[config.mk]
export PLATFORM = sky130hd
export DESIGN_NAME = decode_stage
export DESIGN_NICKNAME = d
export VERILOG_FILES = /design/src/rtl/decode_stage.sv
export SDC_FILE = /design/constraint.sdc
export NUM_CORES = 1
export LEC_CHECK = 0
export CORE_ASPECT_RATIO = 0.75
export CORE_UTILIZATION = 43
export DETAILED_ROUTE_END_ITERATION = 8
export PLACE_DENSITY_LB_ADDON = 0.15
export SETUP_SLACK_MARGIN = 0.15
export SLEW_MARGIN = 15
export SYNTH_ARGS = -nofsm -noshare
export SYNTH_HDL_FRONTEND = slang
export SYNTH_SLANG_ARGS = --single-unit
[constraint.sdc]
create_clock -name i_clk -period 2.5 [get_ports i_clk]
set_input_delay 0.5 -clock i_clk [delete_from_list [all_inputs] [get_ports i_clk]]
set_output_delay 0.5 -clock i_clk [all_outputs]
set_load 0.01 [all_outputs]
[src/rtl/decode_stage.sv]
// RV32I decode stage with one registered output bundle.
// Fetch and execute both use valid/ready handshakes. Flush clears the
// held bundle. A saturating counter tracks illegal bundles handed downstream.
module decode_stage #(
   parameter int XLEN  = 32,
   parameter int CNT_W = 16
) (
   input  logic             i_clk,
   input  logic             i_rst,
   input  logic             i_in_valid,
   output logic             o_in_ready,
   input  logic [31:0]      i_instr,
   input  logic [XLEN-1:0]  i_pc,
   input  logic             i_flush,
   output logic             o_out_valid,
   input  logic             i_out_ready,
   output logic [XLEN-1:0]  o_out_pc,
   output logic [4:0]       o_rd,
   output logic [4:0]       o_rs1,
   output logic [4:0]       o_rs2,
   output logic [XLEN-1:0]  o_imm,
   output logic [3:0]       o_alu_control,
   output logic             o_alu_src_imm,
   output logic             o_alu_src_pc,
   output logic             o_regwrite_control,
   output logic             o_mem_read,
   output logic             o_mem_write,
   output logic             o_illegal,
   output logic [CNT_W-1:0] o_illegal_count
);

   localparam logic [6:0] OPC_OP    = 7'b0110011;
   localparam logic [6:0] OPC_OPIMM = 7'b0010011;
   localparam logic [6:0] OPC_LOAD  = 7'b0000011;
   localparam logic [6:0] OPC_STORE = 7'b0100011;
   localparam logic [6:0] OPC_LUI   = 7'b0110111;
   localparam logic [6:0] OPC_AUIPC = 7'b0010111;
   localparam logic [3:0] ALU_ADD   = 4'b0010;
   localparam logic [3:0] ALU_NONE  = 4'b1111;

   // Index is {funct7[5], funct3}. Selectors that no OP encoding reaches fall to none.
   function automatic logic [3:0] alu_sel(input logic [3:0] sel);
      case (sel)
         4'b0_000: alu_sel = 4'b0010;
         4'b1_000: alu_sel = 4'b0100;
         4'b0_001: alu_sel = 4'b0011;
         4'b0_010: alu_sel = 4'b1000;
         4'b0_011: alu_sel = 4'b0110;
         4'b0_100: alu_sel = 4'b0111;
         4'b0_101: alu_sel = 4'b0101;
         4'b1_101: alu_sel = 4'b1001;
         4'b0_110: alu_sel = 4'b0001;
         4'b0_111: alu_sel = 4'b0000;
         default:  alu_sel = ALU_NONE;
      endcase
   endfunction

   logic [6:0]      w_opcode;
   logic [2:0]      w_funct3;
   logic [6:0]      w_funct7;
   logic [31:0]     w_i_imm;
   logic [31:0]     w_s_imm;
   logic [31:0]     w_u_imm;
   logic [31:0]     w_shamt;
   logic [31:0]     w_imm32;
   logic [XLEN-1:0] w_imm_ext;
   logic [4:0]      w_rs1;
   logic [3:0]      w_alu;
   logic            w_src_imm;
   logic            w_src_pc;
   logic            w_regwrite;
   logic            w_mem_read;
   logic            w_mem_write;
   logic            w_illegal;
   logic            w_accept;

   logic             r_valid;
   logic [XLEN-1:0]  r_pc;
   logic [4:0]       r_rd;
   logic [4:0]       r_rs1;
   logic [4:0]       r_rs2;
   logic [XLEN-1:0]  r_imm;
   logic [3:0]       r_alu;
   logic             r_src_imm;
   logic             r_src_pc;
   logic             r_regwrite;
   logic             r_mem_read;
   logic             r_mem_write;
   logic             r_illegal;
   logic [CNT_W-1:0] r_cnt;

   assign w_opcode = i_instr[6:0];
   assign w_funct3 = i_instr[14:12];
   assign w_funct7 = i_instr[31:25];
   assign w_i_imm  = {{20{i_instr[31]}}, i_instr[31:20]};
   assign w_s_imm  = {{20{i_instr[31]}}, i_instr[31:25], i_instr[11:7]};
   assign w_u_imm  = {i_instr[31:12], 12'h000};
   assign w_shamt  = {27'd0, i_instr[24:20]};
   // Every immediate is built as 32 bits and sign-extended from bit 31 to XLEN.
   assign w_imm_ext = XLEN'($signed(w_imm32));

   assign o_in_ready = !r_valid || i_out_ready;
   assign w_accept   = i_in_valid && o_in_ready;

   // Decode the incoming instruction into its control bundle; unknown encodings become a bare illegal bundle.
   always_comb begin
      w_alu       = ALU_NONE;
      w_imm32     = '0;
      w_rs1       = i_instr[19:15];
      w_src_imm   = 1'b0;
      w_src_pc    = 1'b0;
      w_regwrite  = 1'b0;
      w_mem_read  = 1'b0;
      w_mem_write = 1'b0;
      w_illegal   = 1'b1;
      case (w_opcode)
         OPC_OP: begin
            if (w_funct7 == 7'h00 ||
                (w_funct7 == 7'h20 && (w_funct3 == 3'b000 || w_funct3 == 3'b101))) begin
               w_alu      = alu_sel({w_funct7[5], w_funct3});
               w_regwrite = 1'b1;
               w_illegal  = 1'b0;
            end
         end
         OPC_OPIMM: begin
            w_illegal = 1'b0;
            w_alu     = alu_sel({1'b0, w_funct3});
            w_imm32   = w_i_imm;
            if (w_funct3 == 3'b001) begin
               w_imm32   = w_shamt;
               w_illegal = (w_funct7 != 7'h00);
            end else if (w_funct3 == 3'b101) begin
               w_imm32   = w_shamt;
               w_alu     = alu_sel({w_funct7[5], w_funct3});
               w_illegal = !(w_funct7 == 7'h00 || w_funct7 == 7'h20);
            end
            w_src_imm  = 1'b1;
            w_regwrite = 1'b1;
         end
         OPC_LOAD: begin
            if (w_funct3 inside {3'b000, 3'b001, 3'b010, 3'b100, 3'b101}) begin
               w_alu      = ALU_ADD;
               w_imm32    = w_i_imm;
               w_src_imm  = 1'b1;
               w_mem_read = 1'b1;
               w_regwrite = 1'b1;
               w_illegal  = 1'b0;
            end
         end
         OPC_STORE: begin
            if (w_funct3 inside {3'b000, 3'b001, 3'b010}) begin
               w_alu       = ALU_ADD;
               w_imm32     = w_s_imm;
               w_src_imm   = 1'b1;
               w_mem_write = 1'b1;
               w_illegal   = 1'b0;
            end
         end
         OPC_LUI: begin
            w_alu      = ALU_ADD;
            w_rs1      = 5'd0;
            w_imm32    = w_u_imm;
            w_src_imm  = 1'b1;
            w_regwrite = 1'b1;
            w_illegal  = 1'b0;
         end
         OPC_AUIPC: begin
            w_alu      = ALU_ADD;
            w_imm32    = w_u_imm;
            w_src_imm  = 1'b1;
            w_src_pc   = 1'b1;
            w_regwrite = 1'b1;
            w_illegal  = 1'b0;
         end
         default: ;
      endcase
      // Illegal bundles carry only pc and register indices.
      if (w_illegal) begin
         w_alu       = ALU_NONE;
         w_imm32     = '0;
         w_src_imm   = 1'b0;
         w_src_pc    = 1'b0;
         w_regwrite  = 1'b0;
         w_mem_read  = 1'b0;
         w_mem_write = 1'b0;
      end
   end

   // Output bundle register: flush beats accept, and an unreplaced handoff empties the stage.
   always_ff @(posedge i_clk) begin
      if (i_rst) begin
         r_valid     <= 1'b0;
         r_pc        <= '0;
         r_rd        <= '0;
         r_rs1       <= '0;
         r_rs2       <= '0;
         r_imm       <= '0;
         r_alu       <= ALU_NONE;
         r_src_imm   <= 1'b0;
         r_src_pc    <= 1'b0;
         r_regwrite  <= 1'b0;
         r_mem_read  <= 1'b0;
         r_mem_write <= 1'b0;
         r_illegal   <= 1'b0;
      end else if (i_flush) begin
         r_valid <= 1'b0;
      end else if (w_accept) begin
         r_valid     <= 1'b1;
         r_pc        <= i_pc;
         r_rd        <= i_instr[11:7];
         r_rs1       <= w_rs1;
         r_rs2       <= i_instr[24:20];
         r_imm       <= w_imm_ext;
         r_alu       <= w_alu;
         r_src_imm   <= w_src_imm;
         r_src_pc    <= w_src_pc;
         r_regwrite  <= w_regwrite;
         r_mem_read  <= w_mem_read;
         r_mem_write <= w_mem_write;
         r_illegal   <= w_illegal;
      end else if (r_valid && i_out_ready) begin
         r_valid <= 1'b0;
      end
   end

   // Count illegal bundles as execute takes them; a flushed bundle never counts as handed off.
   always_ff @(posedge i_clk) begin
      if (i_rst) begin
         r_cnt <= '0;
      end else if (!i_flush && r_valid && i_out_ready && r_illegal && (r_cnt != '1)) begin
         r_cnt <= r_cnt + 1'b1;
      end
   end

   assign o_out_valid        = r_valid;
   assign o_out_pc           = r_pc;
   assign o_rd               = r_rd;
   assign o_rs1              = r_rs1;
   assign o_rs2              = r_rs2;
   assign o_imm              = r_imm;
   assign o_alu_control      = r_alu;
   assign o_alu_src_imm      = r_src_imm;
   assign o_alu_src_pc       = r_src_pc;
   assign o_regwrite_control = r_regwrite;
   assign o_mem_read         = r_mem_read;
   assign o_mem_write        = r_mem_write;
   assign o_illegal          = r_illegal;
   assign o_illegal_count    = r_cnt;

endmodule

==> out/results.ini, run 1 <==
[cells_and_area]
final_common_cell=clkdlybuf4s50_1
n_fill_cell=816
antennaDiodeCount=0
final_cell_mix=clkdlybuf4s50_1 (173), dfxtp_1 (106), nand2_1 (105)
final_util=0.683
fin_area_um2=6670
area_growth_pct=52.8
nets=766
drive_above_1_share=0.0827

[logic_synthesis]
synth_seq_cells=106
synth_nets=588
synth_edf_count=0
ys_types=60
synth.avg_cell_area_um2=8.43
syn_inst=518
synth_warnings=0
async_flop_share=0
ys_seq_area_frac=0.486
synth-main-ff-cell=dfxtp_1
synth_area_um2=4370

[pwr]
p_leak_nw=2.48
p_per_area_nw_per_um2=556
peakVddDrop_uv=442
total_power_w=0.00371

[critical_path]
max_stage_delay_ns=0.66
cp-end-kind=flip-flop
arrival_ns=2.46
required_ns=2.70
critical_path_class=input port to flip-flop
worstPathBufferInverterCount=1
crit_start=i_instr[14]
worst-path-max-fanout=10
crit_chain=clkdlybuf4s50_1 -> and2b_1 -> o41ai_4 -> o22ai_2 -> o41ai_2 -> o311ai_1
critical-path-top-delay-family=compound AO/OA/AOI/OAI gates
r2r-start=o_out_valid
start_kind=input port
slowest_stage=clkdlybuf4s50_1

[placement]
hpwlAfterDp_mm=8.98
routabilityCongestion=0.894
place_ws_ns=-0.152
portBuffers=175
post_dp_cell_area_um2=6340

[route]
ant_nets=0
via_per_inst=5.26
firstDrtPassIters=4
routed_wl_mm=12.6
num_vias=4383
first_iter_violations=217
drc_errors=0
wire_per_inst_um=15.1

[worst_hold_path]
hold_path.class=input port to flip-flop
hold_start=i_rst

[timing]
setup_ws_ns=0.240
worst_clock_skew_ns=0.00646
rsz0062_at_grt=false
fmax_mhz=442
holdWs_ns=0.435
tightestPinTransition_ns=0.571
setup_viol=0
post-route-period-util=0.904
hold_viol=0
period_minus_slack_ns=2.26
drv_slew=0
slew_headroom=0.617

[floorplanning]
die_h_um=89.3
die_w_um=118
initial_core_util=0.447
pin_count=176
design.core.area_um2=9770
core.rowCount=31
die_area_um2=10600

[clock_network]
ctsHoldBuffers=0
htreeDepth=3
cts_buffers=9
cts_buffer_depth=2
cts_tree=yes
clk_latency_ns=0.34
clock-sinks=106
cts-root-buf=clkbuf_16
cts.clk_slew.worst_paths_ns=0.07

[global_route]
grt_max_degree=68
grt_pass1_vias=4010
grt_first_pass_wirelength_mm=19.6
grt_overflow=0
grt_antenna_before_repair=0
grt_use_total=0.236

[status]
status=finished clean

[flow_run]
max_cap_violations=0

==> cell families (layout without fill, tap and decap cells) <==
group                      Yosys count  in the layout  synth area share
xor gates and xnor gates            14             14            0.0281
adders and majority gates            1              1           0.00287
buffers and inverters               42            225            0.0444
DFF                                106            106             0.486
and+or+nand+nor                    216            216             0.236
AOI/OAI and AO/OA                  139            139             0.202
==> sequential cells by signal, summed over array words and instances (netlist names) <==
name,count
o_rs2,5
o_illegal_count,16
o_alu_control,4
o_out_valid,1
o_out_pc,32
o_regwrite_control,1
o_alu_src_pc,1
o_illegal,1
o_mem_read,1
o_imm,32
o_alu_src_imm,1
o_rs1,5
o_mem_write,1
o_rd,5
==> metrics by stage <==
| stage | TNS (ns) | cells |
|---|---|---|
| after global routing | 0 | 833 |
| after CTS | 0 | 833 |
| after detailed placement | -1.35 | 817 |
| final | 0 | 833 |
| after floorplan | 0 | 518 |
| after global placement | -0.456 | 817 |
==> worst paths after layout <==
kind                       to  slack, ns  cells after the start
min reg2reg         o_imm[11]       0.45                      2
max reg2reg         o_imm[19]       0.52                      7
min                 o_imm[25]       0.43                      2
max          o_alu_control[0]       0.24                      6
==> layout make-up <==
| class | instances | area (um^2) | share of cell area |
|---|---|---|---|
| Inverter | 5 | 18.8 | 0.00281 |
| Multi-Input combinational cell | 370 | 2060 | 0.309 |
| Sequential cell | 106 | 2120 | 0.318 |
| Clock buffer | 9 | 225 | 0.0338 |
| Timing Repair Buffer | 204 | 1980 | 0.297 |
| Tap cell | 132 | 165 | 0.0248 |
| Clock inverter | 7 | 101 | 0.0152 |
==> layer usage <==
metal	GRT usage	share of wire	vias up	routed length (um)
met3	0.0861	0.087	16	1090
met4	0.0769	0.012	0	150
li1	-	-	2171	-
met2	0.374	0.46	154	5780
met1	0.302	0.44	2042	5570
met5	0	0	-	0
==> power breakdown <==
part           internal (W)  switching, W
Sequential          0.00173     0.0000220
Clock              0.000884      0.000634
Combinational      0.000236      0.000205
==> Yosys cell counts, types with 2 or more instances <==
| library cell | n | share of area |
|---|---|---|
| nand4_1 | 5 | 0.0072 |
| clkbuf_1 | 28 | 0.024 |
| xor2_1 | 4 | 0.0080 |
| nand2_1 | 105 | 0.090 |
| o21ai_0 | 23 | 0.026 |
| buf_4 | 5 | 0.0086 |
| and3_1 | 22 | 0.032 |
| nor3b_1 | 3 | 0.0052 |
| nor2_1 | 34 | 0.029 |
| nand3_1 | 11 | 0.013 |
| o311ai_1 | 2 | 0.0040 |
| a22oi_1 | 2 | 0.0034 |
| inv_1 | 4 | 0.0034 |
| a21oi_1 | 74 | 0.085 |
| nor4_1 | 4 | 0.0057 |
| and4bb_2 | 2 | 0.0057 |
| xnor2_1 | 10 | 0.020 |
| o21a_1 | 2 | 0.0034 |
| and2b_1 | 2 | 0.0034 |
| dfxtp_1 | 106 | 0.49 |
| buf_2 | 2 | 0.0023 |
| a22o_1 | 11 | 0.022 |
| a211oi_1 | 2 | 0.0034 |
| buf_6 | 2 | 0.0052 |
| a311oi_1 | 2 | 0.0040 |
| a32o_1 | 6 | 0.014 |
| nor2b_1 | 4 | 0.0057 |
| nor3_1 | 9 | 0.010 |
==> timing repair <==
| action | CTS | global route |
|---|---|---|
| buffers inserted | 0 | 0 |
| resized for setup | 0 | 2 |
| endpoints found under the setup margin | 0 | 4 |
Note: power is estimated with default switching activity, not from simulation.
==> inputs of run 2 (changes only) <==
Settings changed: CAP_MARGIN from default to 20, TNS_END_PERCENT from default to 30.
==> out/results.ini, run 2 (synthesis gave the netlist of run 1 again) <==
[timing]
rsz0062_at_grt=true
hold_viol=0
fmax_mhz=444
post-route-period-util=0.900
worst_clock_skew_ns=0.00660
tns_ns=0
period_minus_slack_ns=2.25
setup_viol=0
setup_ws_ns=0.249
tightestPinTransition_ns=0.758
slew_headroom=0.492
drv_slew=0

[cells_and_area]
final_common_cell=clkdlybuf4s50_1
fin_area_um2=6670
drive_above_1_share=0.0813
final_cell_mix=clkdlybuf4s50_1 (173), dfxtp_1 (106), nand2_1 (105)
area_growth_pct=52.7
nets=766
final_util=0.682
antennaDiodeCount=0

[clock_network]
cts_buffer_depth=2
ctsHoldBuffers=0
htreeDepth=3
cts_tree=yes
cts.clk_slew.worst_paths_ns=0.07
cts-root-buf=clkbuf_16
clock-sinks=106
cts_buffers=9
clk_latency_ns=0.35

[critical_path]
start_kind=input port
worst-path-max-fanout=4
cp-end-kind=flip-flop
reg2reg_slack_ns=0.52
required_ns=2.71
worstPathBufferInverterCount=1
crit_chain=clkdlybuf4s50_1 -> or4_4 -> o41ai_4 -> o22ai_2 -> o41ai_2 -> o311ai_1
critical-path-top-delay-family=compound AO/OA/AOI/OAI gates
critical_path_class=input port to flip-flop
slowest_stage=or4_4
arrival_ns=2.46
max_stage_delay_ns=0.55

[route]
wire_per_inst_um=15.2
ant_nets=0
num_vias=4384
routed_wl_mm=12.6
via_per_inst=5.26
drc_errors=0
first_iter_violations=211
firstDrtPassIters=4

[worst_hold_path]
hold_path.class=input port to flip-flop

[flow_run]
max_cap_violations=0

[placement]
place_ws_ns=-0.152
portBuffers=175
post_dp_cell_area_um2=6340
hpwlAfterDp_mm=8.98
routabilityCongestion=0.894

[pwr]
switchingPower_w=0.000864
p_leak_nw=2.48
internal-power_w=0.00285
peakVddDrop_uv=442
power.clock.fraction=0.410
p_seq_frac=0.472
p_comb_frac=0.118
p_per_area_nw_per_um2=557
swShare=0.233

[floorplanning]
die_h_um=89.3
die_area_um2=10600
pin_count=176
core.rowCount=31
initial_core_util=0.447
die_w_um=118
design.core.area_um2=9770

[global_route]
grt_pass1_vias=4010
grt_first_pass_wirelength_mm=19.6
grt_overflow=0
grt_max_degree=68
grt_use_total=0.236
grt_antenna_before_repair=0

[status]
status=finished clean

run 2: final timing paths:
kind | from | to | depth (start not counted)
setup / recovery | i_instr[25] | o_alu_control[0] | 6
hold reg to reg | o_imm[11] | o_imm[11] | 2
hold / removal | i_rst | o_imm[25] | 2
setup reg to reg | o_out_valid | o_imm[19] | 7
run 2: power groups by stage:
| stage | combinational (W) | sequential, W | clock [W] |
|---|---|---|---|
| after global routing | 0.000478 | 0.00176 | 0.00163 |
| after CTS | 0.000441 | 0.00175 | 0.00156 |
| final | 0.000440 | 0.00175 | 0.00152 |
| after detailed placement | 0.000438 | 0.00179 | 0 |
| after floorplan | 0.000162 | 0.00181 | 0 |
| after global placement | 0.000434 | 0.00179 | 0 |
run 2: final cells by class:
class | instances | area [um^2]
inverter | 5 | 18.8
tap | 132 | 165
fill | 817 | 3110
sequential | 106 | 2120
clock buffer | 9 | 225
multi-input combinational | 370 | 2050
timing repair buffer | 204 | 1980
clock inverter | 7 | 101
run 2: repair_timing:
item / 4_1_cts / 5_1_grt
setup buffers: 0 / 0
resized for setup: 0 / 1
endpoints found under the setup margin: 0 / 4
run 2: through the flow:
stage,hold slack (ns),total power [W],cells
2_1_floorplan,0.467,0.00197,518
3_3_place_gp,0.435,0.00222,817
3_5_place_dp,0.439,0.00223,817
4_1_cts,0.422,0.00375,833
5_1_grt,0.449,0.00386,833
6_report,0.431,0.00371,833
run 2: routing by layer:
layer	routed length [um]	GRT usage	share of wire
met5	0	0	0
met4	182	0.0769	0.014
met3	1110	0.0861	0.088
met2	5770	0.374	0.46
met1	5570	0.302	0.44
==> inputs of run 3 (changes only) <==
Settings changed: CORE_UTILIZATION 43 to 60, DONT_BUFFER_PORTS from default to 1.
==> out/results.ini, run 3 (synthesis gave the netlist of run 1 again) <==
[global_route]
grt_antenna_before_repair=0
grt_pass1_vias=3158
grt_use_total=0.262
met3_usage=0.118
busiest_layer=met2
grt_first_pass_wirelength_mm=15.4
grt_use_met2=0.424
grt_max_degree=92
gr-usage-met1=0.317
grt_overflow=0

[route]
drc_errors=0
via_per_inst=5.97
ant_nets=0
wire_per_inst_um=17.4
first_iter_violations=183
num_vias=3579
routed_wl_mm=10.4
firstDrtPassIters=4

[timing]
slew_headroom=0.339
setup_viol=0
worst_clock_skew_ns=0.00909
tightestPinTransition_ns=0.988
tns_ns=0
holdWs_ns=0.200
post-route-period-util=0.869
drv_slew=0
rsz0062_at_grt=false
hold_viol=0
period_minus_slack_ns=2.17
fmax_mhz=460

[floorplanning]
die_h_um=75.9
die_w_um=100
die_area_um2=7620
core.rowCount=26
initial_core_util=0.630
pin_count=176
design.core.area_um2=6930

[critical_path]
required_ns=2.79
r2r_cells=7
critical_path_class=flip-flop to flip-flop
cp-end-kind=flip-flop
start_kind=flip-flop
worst-path-max-fanout=82
arrival_ns=2.47

[pwr]
peakVddDrop_uv=348
total_power_w=0.00292
p_leak_nw=1.66
p_per_area_nw_per_um2=641

[clock_network]
cts-root-buf=clkbuf_8
cts_buffers=9
cts_buffer_depth=2
clock-sinks=106
htreeDepth=3
cts_tree=yes
cts.clk_slew.worst_paths_ns=0.10
clk_latency_ns=0.37

[cells_and_area]
area_growth_pct=4.44
final_common_cell=dfxtp_1
drive_above_1_share=0.0637
final_cell_mix=dfxtp_1 (106), nand2_1 (105), a21oi_1 (74)
antennaDiodeCount=0
regArea_um2=2120
multiInputGateArea_um2=2060
n_fill_cell=625
nets=567

[placement]
portBuffers=0
hpwlAfterDp_mm=7.29
routabilityCongestion=0.906

[status]
status=finished clean

[worst_hold_path]
hold_path.class=input port to flip-flop
holdPathStages=1

[flow_run]
max_cap_violations=0

## run 3: what timing repair did
| action | 4_1_cts | 5_1_grt |
|---|---|---|
| setup buffers | 0 | 0 |
| resized for setup | 0 | 1 |
| hold buffers | 0 | 0 |
| setup endpoints to repair | 0 | 20 |
## run 3: layout make-up
cell class              count  share of cell area
repair buffers              5              0.0110
flip-flops and latches    106               0.465
multi-input cells         370               0.451
inverters                   5             0.00412
clock inverters             6              0.0134
clock buffers              10              0.0280
well taps                  98              0.0269
## run 3: through the flow
| step | cell area, um^2 | std cells | setup slack [ns] | util |
|---|---|---|---|---|
| 3_5_place_dp | 4370 | 584 | 0.181 | 0.630 |
| 5_1_grt | 4560 | 600 | 0.197 | 0.658 |
| 6_report | 4560 | 600 | 0.328 | 0.658 |
| 3_3_place_gp | 4370 | 584 | 0.236 | 0.630 |
| 4_1_cts | 4560 | 600 | 0.194 | 0.658 |
| 2_1_floorplan | 4370 | 518 | 0.407 | - |
## run 3: report_power, final
part | internal (W) | leakage [nW] | switching (W)
Clock | 0.000385 | 0.0917 | 0.000604
Sequential | 0.00173 | 0.860 | 0.0000504
Combinational | 0.0000595 | 0.708 | 0.0000950
Total | 0.00217 | 1.66 | 0.000749
## run 3: final timing paths
check	startpoint	end	slack [ns]
setup / recovery	o_out_valid	o_alu_src_pc	0.33
hold / removal	i_flush	o_out_valid	0.20
setup reg to reg	o_out_valid	o_alu_src_pc	0.33
hold reg to reg	o_imm[11]	o_imm[11]	0.50
## run 3: metal layers
layer / wire length, um / up-vias / part of all wire
li1: - / 1763 / -
met1: 4250 / 1640 / 0.41
met2: 4890 / 166 / 0.47
met3: 1180 / 10 / 0.11
met4: 127 / 0 / 0.012
met5: 0 / - / 0
## run 3: critical path, stage by stage (launching register included)
cell,delay (ns)
dfxtp_1,0.42
nor2b_1,0.28
clkinv_1,0.19
nand3b_1,0.22
buf_12,0.34
or2b_1,0.31
o41a_1,0.17
nor2_1,0.16
